==> src/rtl/craps_game_ctrl.sv <==
// Two-dice craps sequencer: free-running dice counters, roll capture on a
// synchronised button edge, and come-out/point evaluation for the display block.
module craps_game_ctrl #(
    parameter logic [7:0] SAT_ROLLS = 8'd255
) (
    input  logic       clk,
    input  logic       rst,
    input  logic       i_roll_btn,
    output logic [3:0] o_dice1,
    output logic [3:0] o_dice2,
    output logic [3:0] o_point,
    output logic       o_point_active,
    output logic       o_win,
    output logic       o_lose,
    output logic [7:0] o_roll_count
);

    localparam logic [2:0] IDLE  = 3'd0;
    localparam logic [2:0] EVAL1 = 3'd1;
    localparam logic [2:0] POINT = 3'd2;
    localparam logic [2:0] EVAL2 = 3'd3;
    localparam logic [2:0] WIN   = 3'd4;
    localparam logic [2:0] LOSE  = 3'd5;

    logic [2:0] r_state;
    logic       r_s1, r_s2, r_s2_d;
    logic [2:0] r_die_a, r_die_b;
    logic [3:0] r_dice1, r_dice2, r_point;
    logic       r_point_active, r_win, r_lose;
    logic [7:0] r_roll_count;
    logic       w_roll_pulse;
    logic [3:0] w_sum;
    logic [7:0] w_next_count;

    // Two-flop synchroniser plus edge detector: one pulse per press, none while held.
    always_ff @(posedge clk or posedge rst) begin
        if (rst) begin
            r_s1   <= 1'b0;
            r_s2   <= 1'b0;
            r_s2_d <= 1'b0;
        end else begin
            r_s1   <= i_roll_btn;
            r_s2   <= r_s1;
            r_s2_d <= r_s2;
        end
    end

    assign w_roll_pulse = r_s2 & ~r_s2_d;

    // Die B advances only when die A wraps, so together they cycle through all 36 pairs.
    always_ff @(posedge clk or posedge rst) begin
        if (rst) begin
            r_die_a <= 3'd1;
            r_die_b <= 3'd1;
        end else if (r_die_a == 3'd6) begin
            r_die_a <= 3'd1;
            r_die_b <= (r_die_b == 3'd6) ? 3'd1 : r_die_b + 3'd1;
        end else begin
            r_die_a <= r_die_a + 3'd1;
        end
    end

    assign w_sum        = r_dice1 + r_dice2;
    assign w_next_count = (r_roll_count == SAT_ROLLS) ? r_roll_count : r_roll_count + 8'd1;

    always_ff @(posedge clk or posedge rst) begin
        if (rst) begin
            r_state        <= IDLE;
            r_dice1        <= 4'd0;
            r_dice2        <= 4'd0;
            r_point        <= 4'd0;
            r_point_active <= 1'b0;
            r_win          <= 1'b0;
            r_lose         <= 1'b0;
            r_roll_count   <= 8'd0;
        end else begin
            case (r_state)
                IDLE, POINT: begin
                    if (w_roll_pulse) begin
                        r_dice1      <= {1'b0, r_die_a};
                        r_dice2      <= {1'b0, r_die_b};
                        r_roll_count <= w_next_count;
                        r_state      <= (r_state == IDLE) ? EVAL1 : EVAL2;
                    end
                end
                EVAL1: begin
                    if (w_sum == 4'd7 || w_sum == 4'd11) begin
                        r_win   <= 1'b1;
                        r_state <= WIN;
                    end else if (w_sum == 4'd2 || w_sum == 4'd3 || w_sum == 4'd12) begin
                        r_lose  <= 1'b1;
                        r_state <= LOSE;
                    end else begin
                        r_point        <= w_sum;
                        r_point_active <= 1'b1;
                        r_state        <= POINT;
                    end
                end
                EVAL2: begin
                    // Making the point takes priority; a seven only loses otherwise.
                    if (w_sum == r_point) begin
                        r_win          <= 1'b1;
                        r_point_active <= 1'b0;
                        r_state        <= WIN;
                    end else if (w_sum == 4'd7) begin
                        r_lose         <= 1'b1;
                        r_point_active <= 1'b0;
                        r_state        <= LOSE;
                    end else begin
                        r_state <= POINT;
                    end
                end
                WIN, LOSE: begin
                    if (w_roll_pulse) begin
                        r_dice1        <= 4'd0;
                        r_dice2        <= 4'd0;
                        r_point        <= 4'd0;
                        r_point_active <= 1'b0;
                        r_win          <= 1'b0;
                        r_lose         <= 1'b0;
                        r_roll_count   <= 8'd0;
                        r_state        <= IDLE;
                    end
                end
                default: r_state <= IDLE;
            endcase
        end
    end

    assign o_dice1        = r_dice1;
    assign o_dice2        = r_dice2;
    assign o_point        = r_point;
    assign o_point_active = r_point_active;
    assign o_win          = r_win;
    assign o_lose         = r_lose;
    assign o_roll_count   = r_roll_count;

endmodule

==> config.mk <==
export PLATFORM = sky130hd
export DESIGN_NAME = craps_game_ctrl
export DESIGN_NICKNAME = d
export VERILOG_FILES = /design/src/rtl/craps_game_ctrl.sv
export SDC_FILE = /design/constraint.sdc
export NUM_CORES = 1
export LEC_CHECK = 0
export BUFFER_PORTS_ARGS = -buffer_cell sky130_fd_sc_hd__buf_2
export CORE_MARGIN = 4
export CORE_UTILIZATION = 38
export DETAILED_ROUTE_END_ITERATION = 12
export SLEW_MARGIN = 20
export SYNTH_ARGS = -nofsm -noshare
export SYNTH_HDL_FRONTEND = slang
export SYNTH_SLANG_ARGS = --single-unit
==> constraint.sdc <==
create_clock -name clk -period 3.1 [get_ports clk]
set_input_delay 0.62 -clock clk [delete_from_list [all_inputs] [get_ports clk]]
set_output_delay 0.62 -clock clk [all_outputs]
set_load 0.01 [all_outputs]
==> out/metrics.csv <==
metric,value,unit
Clock Skew,6.96,ps
worst setup path startpoint,o_dice1[0]$_DFFE_PP0P_,
Layout area overhead,12.5,%
Worst Hold Class,reg -> reg,
placed insts,290,
Setup CP Type,reg -> reg,
number of synthesized flops with an enable pin,0,
final WL,4040,um
sequential share of power,0.310,
Worst-path clk slew,80,ps
clock power share,0.151,
minimum clock period,2450,ps
setup TNS,0,ps
Fmax,0.409,GHz
Via-to-Cell Ratio,5.19,
hold buffers post-CTS,0,
Pre-antenna DRT Iters,5,
"Critical Path, Cell by Cell","ha_1, fa_1, xor2_1, or4b_1, nand4_1, a22oi_1, o21a_1",
final hold violation count,0,
Worst Setup Start Kind,flop,
Die H,78.9,um
worst hold start,r_s1$_DFF_PP0_,
remaining antenna violation count after routing,0,
Buffers & Inverters on Critical Path,0,
Final Slew Violations,0,
# DRC,0,
# port buffers,23,
# IOs,26,
count of state elements after synthesis,33,
total CTS buffers,5,
RSZ-0062 raised after global routing,no,
Bufs on Longest Clock Path,2,
overall routing resource usage,0.147,
Yosys warnings,0,
Psw,1.02,mW
number of global-route vias before repair,1490,
WP data arrival,2620,ps
nets,238,
placed wire-length estimate,2880,um
share of layout cells above drive strength 1,0.190,
post-synthesis sequential area ratio,0.434,
Worst path slowest cell,fa_1,
Int Power,1.19,mW
worst r2r src,o_dice1[0]$_DFFE_PP0P_,
fillers,478,
largest net degree at the start of global routing,34,
Post-synth top flop,dfrtp_1,
Netlist Area Pre-Place,0.00191,mm^2
Setup crit end kind,flop,
outcome,completed,
P_leak,0.946,nW
Root Driver,clkbuf_8,
Logic pwr share,0.538,
Finished Layout Cells,298,
worst slew pin tran,589,ps
clk sink count,33,
Post-Syn Instances,210,
drt initial violations,128,
vias post-DR,1546,
Clock Latency Late Sink,290,ps
PostCTS Resize Cnt,0,
max incr delay on CP,640,ps
Core ar.,0.00479,mm^2
Top Family by Delay on Critical Path,adder cells,
WL per Instance,13.6,um
post-CTS setup buffer count,0,
Mean Syn Cell Area,9.10,um^2
row cnt,25,
Max Cap Viol,0,
Net Sw Frac,0.460,
fin util,0.449,
Worst Path Max Fanout,7,
setup violators final,0,
first-pass GRT wire length,7240,um
Async SR Flop Fraction,1.00,
VDD IR max,0.384,mV
Diodes inserted,0,
Initial Util,0.399,
total gr overflow,0,
Die ar.,0.00623,mm^2
PwrDens,1030,mW/mm^2
final estimated routing congestion in global placement,0.835,
H-tree depth,2,
Hold WS,351,ps
die width,78.9,um
initial antenna violation count,0,
CTS tree,done,
worst endpoint required time,3280,ps
period utilization,0.789,
Max-slew headroom,0.606,
unique cell type count in the Yosys netlist,52,
[cell usage after synthesis, types with 2 or more instances]
| cell type | number | share of area |
|---|---|---|
| buf_2 | 5 | 0.013 |
| dfrtp_1 | 31 | 0.41 |
| nand2_1 | 32 | 0.063 |
| o21ai_0 | 13 | 0.034 |
| a21o_1 | 2 | 0.0079 |
| a21oi_1 | 7 | 0.018 |
| and3_1 | 2 | 0.0065 |
| xor2_1 | 3 | 0.014 |
| o221ai_1 | 2 | 0.0092 |
| o21ai_1 | 11 | 0.029 |
| nand2b_1 | 14 | 0.046 |
| o21a_1 | 2 | 0.0079 |
| o31ai_1 | 2 | 0.0079 |
| or2_2 | 3 | 0.0098 |
| buf_4 | 3 | 0.012 |
| xnor2_1 | 2 | 0.0092 |
| inv_1 | 5 | 0.0098 |
| o211ai_1 | 4 | 0.016 |
| nor2b_1 | 3 | 0.0098 |
| clkbuf_1 | 4 | 0.0079 |
| ha_1 | 4 | 0.026 |
| and3_4 | 2 | 0.012 |
| nand3_1 | 6 | 0.016 |
| a22o_1 | 3 | 0.014 |
| nor2_1 | 12 | 0.024 |
| nand4_1 | 6 | 0.020 |
| dfstp_2 | 2 | 0.028 |
[power by group through the flow]
stage	Sequential [mW]	Clock, mW	Combinational [mW]
2_1_floorplan	0.677	0	0.935
3_3_place_gp	0.691	0	1.18
3_5_place_dp	0.695	0	1.19
4_1_cts	0.687	0.346	1.19
5_1_grt	0.717	0.370	1.34
6_report	0.686	0.335	1.19
[logic make-up (layout without fill, tap and decap cells)]
logic type | after synthesis | in the layout | synth area share
DFF | 33 | 33 | 0.434
adders and majority gates | 5 | 5 | 0.0367
muxes | 1 | 1 | 0.00524
buffers and inverters | 17 | 37 | 0.0426
other | 1 | 2 | 0.00196
AOI/OAI and AO/OA | 57 | 57 | 0.193
xor gates and xnor gates | 6 | 6 | 0.0354
and+or+nand+nor | 90 | 90 | 0.252
[final cells by class]
class	instances	area, um^2	area share
inverters	5	18.8	0.00873
well taps	67	83.8	0.0390
multi-input cells	161	1000	0.467
repair buffers	24	123	0.0570
clock inverters	3	22.5	0.0105
clock buffers	5	68.8	0.0320
flip-flops and latches	33	828	0.385
[worst paths after layout]
path | endpoint | slack (ps) | depth (start not counted)
hold / removal | r_s2$_DFF_PP0_ | 350 | 0
setup reg to reg | o_lose$_DFFE_PP0P_ | 650 | 7
setup / recovery | o_lose$_DFFE_PP0P_ | 650 | 7
min in group asynchronous | r_die_a[2]$_DFF_PP0_ | 400 | 3
max in group asynchronous | r_die_a[0]$_DFF_PP1_ | 2370 | 3
hold reg to reg | r_s2$_DFF_PP0_ | 350 | 0
[sequential cells by signal, summed over array words and instances, names as in the netlist]
signal          flops
r_state             3
o_roll_count        8
o_point_active      1
r_die_b             3
r_s1                1
o_win               1
o_point             4
o_dice1             3
r_die_a             3
r_s2_d              1
o_dice2             3
r_s2                1
o_lose              1
[worst register-to-register path, stage by stage, from the launching register on]
cell     delay (ps)
dfrtp_1         400
ha_1            240
fa_1            640
xor2_1          160
or4b_1          520
nand4_1         110
a22oi_1          90
o21a_1          180
[cell usage in the layout (no fill, tap or decap), types with 2 or more instances in the layout]
master      Yosys  layout
o21ai_0        13      13
o211ai_1        4       4
o21a_1          2       2
nor2b_1         3       3
o221ai_1        2       2
inv_1           5       5
nand2b_1       14      14
xor2_1          3       3
a21oi_1         7       7
nand4_1         6       6
ha_1            4       4
xnor2_1         2       2
o31ai_1         2       2
nand2_1        32      32
a21o_1          2       2
conb_1          1       2
clkbuf_8        0       5
o21ai_1        11      11
nand3_1         6       6
dfrtp_1        31      31
and3_1          2       2
clkinvlp_4      0       3
a22o_1          3       3
buf_2           5      23
or2_2           3       3
dfstp_2         2       2
and3_4          2       2
nor2_1         12      12
[metal layers]
metal,GRT usage,routed length (um)
met1,0.198,1880
met2,0.232,1910
met3,0.0340,193
met4,0.0515,57
met5,0,0
[stage by stage]
step                      worst slack (ps)  power (mW)  area (um^2)
final                                  655        2.21         2150
after global routing                   491        2.43         2150
after CTS                              656        2.23         2150
after detailed placement               661        1.88         2060
after global placement                 726        1.87         2060
after floorplan                        766        1.61         1910
Power figures use the tool's default switching activity.
